$ cat src/rtl/layer_seq_ctrl.sv
// Layer sequencer for the conv/pool datapath: one complete layer per start pulse.
// Optional compute-stall counter enabled by defining LAYER_SEQ_CTRL_PERF_CNT_EN.
module layer_seq_ctrl #(
    parameter int MAC_NUM = 256,
    parameter int PIX_W   = 16
) (
    input  logic             clk,
    input  logic             rst,
    input  logic             start,
    input  logic             abort,
    input  logic [1:0]       operation,
    input  logic [4:0]       kernel_size,
    input  logic [11:0]      output_channel_size,
    input  logic [PIX_W-1:0] num_pixels,
    input  logic             ifmaps_fifo_empty,
    input  logic             weight_from_bram_valid,
    input  logic             write_weight_finish,
    input  logic             pooling_finish,
    output logic             axis_en,
    output logic             axis_clear,
    output logic             bram_write_en,
    output logic             bram_transfer_start,
    output logic             load_weight_preload,
    output logic             load_weight,
    output logic             load_ifmaps,
    output logic             pooling_compute,
    output logic             layer_finish,
    output logic             busy,
    output logic             done,
    output logic             cfg_err,
    output logic [31:0]      stall_cycles
);

    localparam int MAC_SHIFT = $clog2(MAC_NUM);

    typedef enum logic [3:0] {
        S_IDLE, S_CLEAR, S_WR_W, S_XFER_W, S_PRE_W, S_LD_W,
        S_COMPUTE, S_FIN, S_WAIT_POOL, S_DONE, S_ABORT
    } state_e;

    state_e           state_q, state_d;
    logic             pool_q, pool_d;
    logic [9:0]       k2_m1_q, k2_m1_d;
    logic [PIX_W-1:0] pix_m1_q, pix_m1_d;
    logic [11:0]      grp_m1_q, grp_m1_d;
    logic [9:0]       beat_q, beat_d;
    logic [PIX_W-1:0] pix_q, pix_d;
    logic [11:0]      grp_q, grp_d;
    logic             cfg_err_q, cfg_err_d;
    logic             axis_en_q, axis_en_d;
    logic             axis_clear_q, axis_clear_d;
    logic             bram_write_en_q, bram_write_en_d;
    logic             bram_xfer_q, bram_xfer_d;
    logic             preload_q, preload_d;
    logic             load_w_q, load_w_d;
    logic             layer_finish_q, layer_finish_d;
    logic             busy_q, busy_d;
    logic             done_q, done_d;
`ifdef LAYER_SEQ_CTRL_PERF_CNT_EN
    logic [31:0]      stall_q, stall_d;
`endif

    logic       cfg_illegal;
    logic       start_acc;
    logic       abort_hit;
    logic [9:0] k2;

    assign cfg_illegal = (operation > 2'd1) || (kernel_size == 5'd0) || (kernel_size > 5'd5) ||
                         (num_pixels == '0) || ((operation == 2'd0) && (output_channel_size == 12'd0));
    // busy stays high through the done cycle, so a start there is ignored too
    assign start_acc   = (state_q == S_IDLE) && start && !abort && !busy_q;
    assign abort_hit   = abort && (state_q != S_IDLE) && (state_q != S_ABORT);
    assign k2          = {5'd0, kernel_size} * {5'd0, kernel_size};

    assign load_ifmaps     = (state_q == S_COMPUTE) && !ifmaps_fifo_empty;
    assign pooling_compute = load_ifmaps && pool_q;

    always_comb begin
        // NOTE: every variable gets a default here so no path leaves one unassigned (no latches).
        state_d   = state_q;
        pool_d    = pool_q;
        k2_m1_d   = k2_m1_q;
        pix_m1_d  = pix_m1_q;
        grp_m1_d  = grp_m1_q;
        beat_d    = beat_q;
        pix_d     = pix_q;
        grp_d     = grp_q;
        cfg_err_d = cfg_err_q;

        case (state_q)
            S_IDLE: begin
                if (start_acc) begin
                    if (cfg_illegal) begin
                        cfg_err_d = 1'b1;
                        state_d   = S_DONE;
                    end else begin
                        cfg_err_d = 1'b0;
                        pool_d    = operation[0];
                        k2_m1_d   = k2 - 10'd1;
                        pix_m1_d  = num_pixels - 1'b1;
                        // ceil(ocs / MAC_NUM) - 1 without a wider intermediate
                        grp_m1_d  = (output_channel_size - 12'd1) >> MAC_SHIFT;
                        beat_d    = '0;
                        pix_d     = '0;
                        grp_d     = '0;
                        state_d   = S_CLEAR;
                    end
                end
            end
            S_CLEAR:     state_d = pool_q ? S_COMPUTE : S_WR_W;
            S_WR_W:      if (write_weight_finish) state_d = S_XFER_W;
            S_XFER_W:    if (weight_from_bram_valid) state_d = S_PRE_W;
            S_PRE_W:     state_d = S_LD_W;
            S_LD_W:      state_d = S_COMPUTE;
            S_COMPUTE: begin
                if (load_ifmaps) begin
                    if (beat_q == k2_m1_q) begin
                        beat_d = '0;
                        if (pix_q == pix_m1_q) state_d = S_FIN;
                        else                   pix_d   = pix_q + 1'b1;
                    end else begin
                        beat_d = beat_q + 10'd1;
                    end
                end
            end
            S_FIN: begin
                if (!pool_q && (grp_q < grp_m1_q)) begin
                    grp_d   = grp_q + 12'd1;
                    pix_d   = '0;
                    state_d = S_XFER_W;
                end else begin
                    state_d = pool_q ? S_WAIT_POOL : S_DONE;
                end
            end
            S_WAIT_POOL: if (pooling_finish) state_d = S_DONE;
            S_DONE:      state_d = S_IDLE;
            S_ABORT:     state_d = S_IDLE;
            default:     state_d = S_IDLE;
        endcase

        if (abort_hit) begin
            state_d = S_ABORT;
            beat_d  = '0;
            pix_d   = '0;
            grp_d   = '0;
        end

        // Outputs are registered from the next state so each is valid in the cycle its state occupies
        axis_en_d       = (state_d == S_WR_W) || (state_d == S_COMPUTE);
        axis_clear_d    = (state_d == S_CLEAR) || (state_d == S_ABORT);
        bram_write_en_d = (state_d == S_WR_W);
        bram_xfer_d     = (state_d == S_XFER_W) && (state_q != S_XFER_W);
        preload_d       = (state_d == S_PRE_W);
        load_w_d        = (state_d == S_LD_W);
        layer_finish_d  = (state_d == S_FIN) && (pool_q || !(grp_q < grp_m1_q));
        done_d          = (state_q == S_DONE) && (state_d == S_IDLE);
        busy_d          = (state_d != S_IDLE) || done_d;

`ifdef LAYER_SEQ_CTRL_PERF_CNT_EN
        stall_d = stall_q;
        if ((state_q == S_COMPUTE) && ifmaps_fifo_empty && (stall_q != '1)) stall_d = stall_q + 32'd1;
        if (start_acc || abort_hit) stall_d = '0;
`endif
    end

    always_ff @(posedge clk) begin
        if (rst) begin
            state_q         <= S_IDLE;
            pool_q          <= 1'b0;
            k2_m1_q         <= '0;
            pix_m1_q        <= '0;
            grp_m1_q        <= '0;
            beat_q          <= '0;
            pix_q           <= '0;
            grp_q           <= '0;
            cfg_err_q       <= 1'b0;
            axis_en_q       <= 1'b0;
            axis_clear_q    <= 1'b0;
            bram_write_en_q <= 1'b0;
            bram_xfer_q     <= 1'b0;
            preload_q       <= 1'b0;
            load_w_q        <= 1'b0;
            layer_finish_q  <= 1'b0;
            busy_q          <= 1'b0;
            done_q          <= 1'b0;
`ifdef LAYER_SEQ_CTRL_PERF_CNT_EN
            stall_q         <= '0;
`endif
        end else begin
            // NOTE: non-blocking assignments so every flop samples the pre-edge values.
            state_q         <= state_d;
            pool_q          <= pool_d;
            k2_m1_q         <= k2_m1_d;
            pix_m1_q        <= pix_m1_d;
            grp_m1_q        <= grp_m1_d;
            beat_q          <= beat_d;
            pix_q           <= pix_d;
            grp_q           <= grp_d;
            cfg_err_q       <= cfg_err_d;
            axis_en_q       <= axis_en_d;
            axis_clear_q    <= axis_clear_d;
            bram_write_en_q <= bram_write_en_d;
            bram_xfer_q     <= bram_xfer_d;
            preload_q       <= preload_d;
            load_w_q        <= load_w_d;
            layer_finish_q  <= layer_finish_d;
            busy_q          <= busy_d;
            done_q          <= done_d;
`ifdef LAYER_SEQ_CTRL_PERF_CNT_EN
            stall_q         <= stall_d;
`endif
        end
    end

    assign axis_en             = axis_en_q;
    assign axis_clear          = axis_clear_q;
    assign bram_write_en       = bram_write_en_q;
    assign bram_transfer_start = bram_xfer_q;
    assign load_weight_preload = preload_q;
    assign load_weight         = load_w_q;
    assign layer_finish        = layer_finish_q;
    assign busy                = busy_q;
    assign done                = done_q;
    assign cfg_err             = cfg_err_q;
`ifdef LAYER_SEQ_CTRL_PERF_CNT_EN
    assign stall_cycles        = stall_q;
`else
    assign stall_cycles        = '0;
`endif

endmodule

$ cat config.mk
export PLATFORM = sky130hd
export DESIGN_NAME = layer_seq_ctrl
export DESIGN_NICKNAME = d
export VERILOG_FILES = /design/src/rtl/layer_seq_ctrl.sv
export SDC_FILE = /design/constraint.sdc
export NUM_CORES = 1
export LEC_CHECK = 0
export BUFFER_PORTS_ARGS = -buffer_cell sky130_fd_sc_hd__clkbuf_2
export CORE_ASPECT_RATIO = 1.4
export CORE_MARGIN = 2
export CORE_UTILIZATION = 48
export CTS_CLUSTER_DIAMETER = 80
export DETAILED_ROUTE_END_ITERATION = 7
export GPL_ROUTABILITY_DRIVEN = 0
export PLACE_DENSITY = 0.69
export SLEW_MARGIN = 15
export SYNTH_ARGS = -nofsm -noshare
export SYNTH_HDL_FRONTEND = slang
export SYNTH_SLANG_ARGS = --single-unit
$ cat constraint.sdc
create_clock -name clk -period 8.01 [get_ports clk]
set_clock_uncertainty 0.2 [all_clocks]
set_input_delay 0.4005 -clock clk [delete_from_list [all_inputs] [get_ports clk]]
set_output_delay 0.4005 -clock clk [all_outputs]
set_load 0.03 [all_outputs]
# [Yosys cells after proc, flatten, opt, wreduce, memory -nomap -nowiden]
# Cells that the tools add are included.
[word_totals] reg_bits=83 in_bits=43 out_inout_bits=44 wordCells=128
[op_classes] addsub=6 mul=1 order_cmp=3 eq_ne=27 n_mux=30 bitwise_logic=1 reduce_logical=42
[op_table] op="$mux 16" n=6
[op_table] op="$pmux 16 s3" n=1
[op_table] op="$mux 10" n=4
[op_table] op="$mux 4" n=10
[op_table] op="$mux 12" n=3
[op_table] op="$pmux 4 s9" n=1
[op_table] op="$eq 4x3->1 const B" n=8
[op_table] op="$pmux 12 s2" n=1
[op_table] op="$pmux 10 s2" n=1
[op_table] op="$add 16x1->16 const B" n=1
[op_table] op="$eq 16x16->1" n=1
[op_table] op="$eq 4x2->1 const B" n=4
[op_table] op="$logic_not 16->1" n=1
[op_table] op="$sub 16x1->16 const B" n=1
[op_table] op="$add 12x1->12 const B" n=1
[op_table] op="$eq 4x4->1 const B" n=3
[op_table] op="$logic_and 1x1->1" n=12
[op_table] op="$logic_not 12->1" n=1
[op_table] op="$lt 12x4->1" n=1
[op_table] op="$sub 12x1->12 const B" n=1
[op_table] op="$add 10x1->10 const B" n=1
[op_table] op="$eq 10x10->1" n=1
[op_table] op="$mul 5x5->10" n=1
[op_table] op="$ne 2x2->1 const B" n=5
[op_table] op="other kinds (23)" n=40

# [Longest topological paths before layout]
# Gate-level depths: netlist of the first run.
[logic_depth] word_depth=12 depth_mapped=15 ltp_nobuf=14

# [Worst setup path before layout of the first run]
# Ideal clock, no wire load.
[synth_path] kind="in2reg" start="input kernel_size[0]" end="register k2_m1_q[8]" setup_ps=132 t_arrival_ps=3193 t_required_ps=7678 setup_slack_ps=4484 cell_stages=15 cell_sequence="clkbuf_1 > nand2_1 > inv_1 > fa_1 > inv_1 > fa_1 > inv_1 > ha_1 > ha_1 > a21o_1 > a21oi_1 > o21ai_0 > a21oi_1 > mux2i_1 > a21oi_1"
[synth_via] elab_chain_cells=7 word_cells_on_any_way=10
[synth_lines] item="start, declared" line_no="12" source="input logic [4:0] kernel_size,"
[synth_lines] item="parallel branches: the longest is 7 deep, another holds $mul 5x5->10"
[synth_lines] item="end signal, assigned" line_no="193" source="k2_m1_q <= k2_m1_d;"
[synth_lines] item="end, declared" line_no="43" source="logic [9:0] k2_m1_q, k2_m1_d;"
# Parallel ways; which one is timed is not known.
# A chain may end at the register's enable or synchronous reset.

# [Worst setup path after layout of the first run]
[layout_path] start="register state_q[2]" end="register grp_q[0]"
[layout_via] elab_chain_cells=6 word_cells_on_any_way=16
[layout_lines] item="start, declared" line_no="41" source="state_e state_q, state_d;"
[layout_lines] item="start signal, assigned" line_no="191" source="state_q <= state_d;"
[layout_lines] item="$logic_not 4->1" line_no="71, 90"
[layout_lines] item="$logic_and 1x1->1 (3 in series)" line_no="71" source="assign start_acc = (state_q == S_IDLE) && start && !abort && !busy_q;"
[layout_lines] item="$ne 2x2->1 (no line)"
[layout_lines] item="$reduce_and 4->1 (no line)"
[layout_lines] item="end signal, assigned" line_no="198" source="grp_q <= grp_d;"
[layout_lines] item="end, declared" line_no="48" source="logic [11:0] grp_q, grp_d;"
# Several ways; a longest one is shown, not always the timed one.

==> flow_summary.ini, run 1 <==
[timing]
period_needed_ns = 3.84
finalSetupViolations = 0
finalSetupTns_ns = 0
max_freq_mhz = 260
tightest_slew_ns = 1.13
min_period_over_period = 0.479
slew_headroom = 0.235
hold_viol = 0
slew_viol_final = 0
rsz0062_at_grt = no

[clock_tree]
clk_latency_ns = 0.34
ctsHoldBuffers = 0
cts_buffers = 9
ctsResizeCount = 0
htreeDepth = 3
clock-sinks = 82
cts.path.max_buffers = 2
post_cts_buffers = 0
clkTransAtPathRegs_ns = 0.06
cts-root-buf = clkbuf_16
cts_tree = built

[layout]
areaGrowthSynthToFinish_pct = 9.45
layout_common_cells = 82 x dfxtp_1, 57 x nor2_1, 54 x clkbuf_2
fill_cells = 1042
layout_commonest_cell = dfxtp_1
diodes = 0
drive_above_1_share = 0.135
fin_nets = 755

[setup_path]
crit_family = compound AO/OA/AOI/OAI gates
worstPathRequired_ns = 7.98
worst-path-buf-inv = 0
critPathMaxStageDelay_ns = 1.03
crit_slowest_cell = o41ai_2
cp-start-kind = flop
crit_cells = 6
path_cells = and4bb_1 -> and4b_1 -> or4b_4 -> o21a_2 -> o41ai_2 -> mux2i_1
path_class = flop to flop
endpoint_kind = flop
critPathMaxFanout = 26
arrival_ns = 3.81
rr_worst_depth = 6

[place]
io_buffers = 54
post-dp-hpwl_mm = 10.0

[global_routing]
track_usage = 0.227
grt_max_degree = 54
grt_antenna_before_repair = 0
grt_pass1_vias = 4530
grt_pass1_wl_mm = 21.9
grt.overflow.total = 0

[run_status]
status = completed

[logic_synthesis]
seq_area_frac_synth = 0.304
synth_cell_types = 71
synth-async-reset-ratio = 0
ys_warn_count = 0
synth.avg_cell_area_um2 = 8.28
syn_area_um2 = 5390
yosys_most_used_dff = dfxtp_1
synth_edf_count = 0
synth_seq_cells = 82
synth_cells = 651

[floorplanning]
start_util = 0.494
chipHeight_um = 129
pin_count = 87
std_cell_rows = 45
die_area_um2 = 12100
core-area_um2 = 10900
die_x_um = 93.6

[drt]
vias = 4811
drc = 0
detail_route.iter0.violations = 330
viasPerCell = 5.81
dr.pass1.iters = 7
final_antenna_net_count = 0
wire_per_inst_um = 16.1
routed_wl_mm = 13.3

[power]
power.leakage_nw = 2.27
p_total_mw = 1.43
vdd_ir_drop_max_uv = 110
power_density_nw_per_um2 = 242

[hold_path]
hp-class = input pin to flop
whs_path_depth = 2

[run]
drv_cap = 0
## area by class of cell
cell class / instances / area (um2) / share of cell area
well taps: 141 / 176 / 0.0299
inverters: 28 / 105 / 0.0178
repair buffers: 59 / 308 / 0.0522
clock buffers: 9 / 225 / 0.0382
multi-input cells: 502 / 3360 / 0.570
flip-flops and latches: 82 / 1640 / 0.278
clock inverters: 7 / 82.6 / 0.0140
## kinds of logic after synthesis
logic type	count (synthesis)	share of synthesized area
buffers and inverters	98	0.0935
AOI/OAI and AO/OA	144	0.186
other	1	0.000696
adders and majority gates	30	0.0766
DFF	82	0.304
xor gates and xnor gates	52	0.0845
and+or+nand+nor	238	0.243
muxes	6	0.0114
## flip-flops by register name, indices dropped and copies added (netlist names)
name                 count
state_q                  4
k2_m1_q                  9
grp_q                   12
load_weight              1
layer_finish             1
pix_m1_q                16
busy                     1
pool_q                   1
grp_m1_q                 4
axis_clear               1
load_weight_preload      1
axis_en                  1
done                     1
bram_transfer_start      1
cfg_err                  1
beat_q                  10
pix_q                   16
bram_write_en            1
## cells in the mapped netlist (all sizes together) (3+ instances only)
master   n  area, um2
dfxtp   82       1640
nor2    57        214
buf     43        298
nand2   42        160
a21oi   41        209
xnor2   39        342
inv     28        105
clkbuf  27        101
a211oi  25        188
ha      25        313
and3    19        119
nor3    17       85.1
nor4    17        106
o21ai   16       80.1
nand4   14       87.6
nand3   13       65.1
xor2    13        114
o41ai   12        113
o31ai   11       82.6
or4     10       78.8
a31oi    8       56.3
nand4b   8       70.1
or3      7       43.8
and2     6       37.5
nor4b    6       67.6
o21a     6       53.8
fa       5        100
mux2i    5       50.1
or2      5       31.3
nor2b    4       25.0
o211ai   4       35.0
a21o     3       22.5
nand2b   3       18.8
## routing by layer
metal | GRT usage | part of all wire | vias to the layer above
li1 | - | - | 2366
met1 | 0.267 | 0.41 | 2232
met2 | 0.400 | 0.51 | 183
met3 | 0.0459 | 0.052 | 30
met4 | 0.0997 | 0.032 | 0
met5 | 0 | 0 | -
## power breakdown
part	internal, mW	leakage (nW)	total, mW	switching, mW
Combinational	0.162	1.47	0.530	0.368
Sequential	0.430	0.662	0.466	0.0362
Clock	0.247	0.145	0.429	0.183
## stage by stage
step / utilization / area, um2 / hold slack, ns / std cells / setup WS (ns)
after floorplan: - / 5510 / 0.242 / 682 / 4.48
after global placement: 0.512 / 5590 / 0.256 / 812 / 4.31
after detailed placement: 0.512 / 5590 / 0.265 / 812 / 4.26
after CTS: 0.540 / 5900 / 0.0742 / 828 / 4.25
after global routing: 0.540 / 5900 / 0.0798 / 828 / 4.00
final: 0.540 / 5900 / 0.0788 / 828 / 4.17
## final timing paths
path                                              start                       end  slack [ns]
worst max register to register    state_q[2]$_SDFF_PP0_     grp_q[0]$_SDFFE_PP0P_        4.17
worst max-delay path              state_q[2]$_SDFF_PP0_     grp_q[0]$_SDFFE_PP0P_        4.17
worst min-delay path                      num_pixels[0]  pix_m1_q[0]$_SDFFE_PP0P_        0.08
worst min register to register  k2_m1_q[6]$_SDFFE_PP0P_   k2_m1_q[6]$_SDFFE_PP0P_        0.27
Power figures use the tool's default switching activity.
==> run 2, diff against run 1 <==
--- a/config.mk
+++ b/config.mk
@@ -5,6 +5,7 @@
 export SDC_FILE = /design/constraint.sdc
 export NUM_CORES = 1
 export LEC_CHECK = 0
+export ABC_AREA = 1
 export BUFFER_PORTS_ARGS = -buffer_cell sky130_fd_sc_hd__clkbuf_2
 export CORE_ASPECT_RATIO = 1.4
 export CORE_MARGIN = 2
@@ -12,7 +13,7 @@
 export CTS_CLUSTER_DIAMETER = 80
 export DETAILED_ROUTE_END_ITERATION = 7
 export GPL_ROUTABILITY_DRIVEN = 0
-export PLACE_DENSITY = 0.69
+export PLACE_DENSITY = 0.72
 export SLEW_MARGIN = 15
 export SYNTH_ARGS = -nofsm -noshare
 export SYNTH_HDL_FRONTEND = slang
==> constraint.sdc (replaced) <==
create_clock -name clk -period 3.2 [get_ports clk]
set_clock_uncertainty 0.2 [all_clocks]
set_input_delay 0.16 -clock clk [delete_from_list [all_inputs] [get_ports clk]]
set_output_delay 0.16 -clock clk [all_outputs]
set_load 0.03 [all_outputs]
==> run 2 against run 1 <==
  * Die area increased by 1.5%
  * Combinational power grew to 2.6 times the previous value
  * Non-clock buffer count increased by 23
  * Core utilization grew 1.7 points
==> flow_summary.ini, run 2 <==
[logic_synthesis]
synth_cells = 823
ys_top_cells_by_count = 195 x nand2_1, 110 x nor2_1, 101 x inv_1, 82 x dfxtp_1, 60 x nand3_1
synth.avg_cell_area_um2 = 6.65
synth_top_cells_by_area = dfxtp_1 30%, nand2_1 13%, nor2_1 7.5%
yosys_most_used_dff = dfxtp_1
yosysMostFrequentCell = nand2_1
synth_cell_types = 41
seq_area_frac_synth = 0.300
synth_edf_count = 0
synth_top_area_frac = 0.300
synth-async-reset-ratio = 0
synth_top_area_cell = dfxtp_1
syn_area_um2 = 5480
ys_warn_count = 0
synth_seq_cells = 82

[global_routing]
grt_antenna_before_repair = 0
grt_pass1_vias = 4810
grt_pass1_wl_mm = 21.2
track_usage = 0.216
grt.overflow.total = 0
grt_max_degree = 26

[layout]
drive_above_1_share = 0.126
fill_cells = 1156
fin_nets = 968
areaGrowthSynthToFinish_pct = 14.2
diodes = 0
stdcell_area_um2 = 6250
layout_common_cells = 195 x nand2_1, 110 x nor2_1, 101 x inv_1
layout_commonest_cell = nand2_1
reg.largest.list = pix_m1_q x16, pix_q x16, grp_q x12
fin_cells = 1044

[timing]
slew_viol_final = 0
max_freq_mhz = 345
slew_headroom = 0.565
tightest_slew_ns = 0.651
rsz0062_at_grt = no
hold_viol = 0
period_needed_ns = 2.90
finalSetupViolations = 0
min_period_over_period = 0.906

[drt]
wl_met1_mm = 5.08
final_antenna_net_count = 0
routed_wl_mm = 12.7
wire_per_inst_um = 12.1
viasPerCell = 4.96
detail_route.iter0.violations = 261
vias = 5176
drc = 0
wl_met3_um = 491
dr.pass1.iters = 5
dr_wl_met2_mm = 6.80
top_layer_used = met4

[place]
io_buffers = 54
dp.cells = 1014
postPlaceCellArea_um2 = 5800
post-dp-hpwl_mm = 9.65

[setup_path]
critPathMaxFanout = 4
arrival_ns = 2.93
path_class = input pin to flop
reg2reg_slack_ns = 0.66
cp-start-kind = input pin
endpoint_kind = flop
worstPathRequired_ns = 3.23

[floorplanning]
chipHeight_um = 130
die_x_um = 94.3
core-area_um2 = 11200
std_cell_rows = 46
pin_count = 87
start_util = 0.488
die_area_um2 = 12300

[clock_tree]
cts.path.max_buffers = 2
post_cts_buffers = 0
ctsResizeCount = 0
clock-sinks = 82
cts-root-buf = clkbuf_16
htreeDepth = 3
clkTransAtPathRegs_ns = 0.07
cts_buffers = 9
ctsHoldBuffers = 14
clk_latency_ns = 0.34
cts_tree = built

[power]
p_total_mw = 3.62
p_int_mw = 2.15
switchingPower_mw = 1.47
seq_power_share = 0.314
vdd_ir_drop_max_uv = 323
swShare = 0.407
power.leakage_nw = 2.85
pwr-share-comb = 0.387
power_density_nw_per_um2 = 580
clockPowerShare = 0.299

[run_status]
status = completed

[run]
drv_cap = 0

[hold_path]
hp-class = input pin to flop
[run 2: final timing paths]
check,start,to,cells past startpoint
max,kernel_size[4],k2_m1_q[8]$_SDFFE_PP0P_,16
min,kernel_size[0],k2_m1_q[1]$_SDFFE_PP0P_,3
min reg2reg,grp_q[7]$_SDFFE_PP0P_,grp_q[7]$_SDFFE_PP0P_,2
max reg2reg,state_q[3]$_SDFF_PP0_,beat_q[4]$_SDFFE_PP0P_,12
[run 2: kinds of logic (layout without fill, tap and decap cells)]
kind of cell,Yosys count,after routing,share of synthesized area
AND/OR/NAND/NOR,411,411,0.320
buffers and inverters,166,212,0.142
AO/OA/AOI/OAI,90,90,0.0939
flip-flops,82,82,0.300
XOR/XNOR,43,43,0.0688
adder cells (fa/ha/maj),30,30,0.0754
other,1,32,0.000685
[run 2: area by class of cell]
cell class | count | area [um2] | share of cell area
Clock inverter | 7 | 83.8 | 0.0134
Clock buffer | 9 | 225 | 0.0360
Timing Repair Buffer | 82 | 515 | 0.0825
Sequential cell | 82 | 1640 | 0.263
Inverter | 114 | 430 | 0.0689
Multi-Input combinational cell | 606 | 3170 | 0.508
Tap cell | 144 | 180 | 0.0288
[run 2: per-stage QoR]
| stage | utilization | setup TNS, ns | hold slack [ns] | setup slack, ns |
|---|---|---|---|---|
| after floorplan | - | 0 | 0.0291 | 0.00216 |
| after global placement | 0.517 | 0 | 0.201 | 0.0165 |
| after detailed placement | 0.517 | -0.121 | 0.214 | -0.0651 |
| after CTS | 0.557 | 0 | 0.00142 | 0.294 |
| after global routing | 0.557 | 0 | 0.0231 | 0.0971 |
| final | 0.557 | 0 | 0.00155 | 0.302 |
[run 2: critical path, stage by stage]
cell      delay, ns
clkbuf_2       0.11
nand2_1        0.09
inv_1          0.05
ha_1           0.30
ha_1           0.28
inv_1          0.04
ha_1           0.30
fa_1           0.50
ha_1           0.35
a21oi_1        0.13
nand2_1        0.08
a21oi_1        0.15
nor2_1         0.05
nor2_1         0.11
xor2_1         0.15
a21oi_1        0.07
[run 2: power by group through the flow]
stage,Combinational (mW),Clock [mW],Sequential (mW)
after floorplan,1.05,0,1.20
after global placement,1.35,0,1.16
after detailed placement,1.37,0,1.16
after CTS,1.40,1.10,1.14
after global routing,1.56,1.14,1.15
final,1.40,1.08,1.14
[run 2: layer usage]
layer	track usage	vias to the layer above
li1	-	2686
met1	0.244	2332
met4	0.0912	0
met3	0.0315	26
met2	0.402	132
met5	0	-
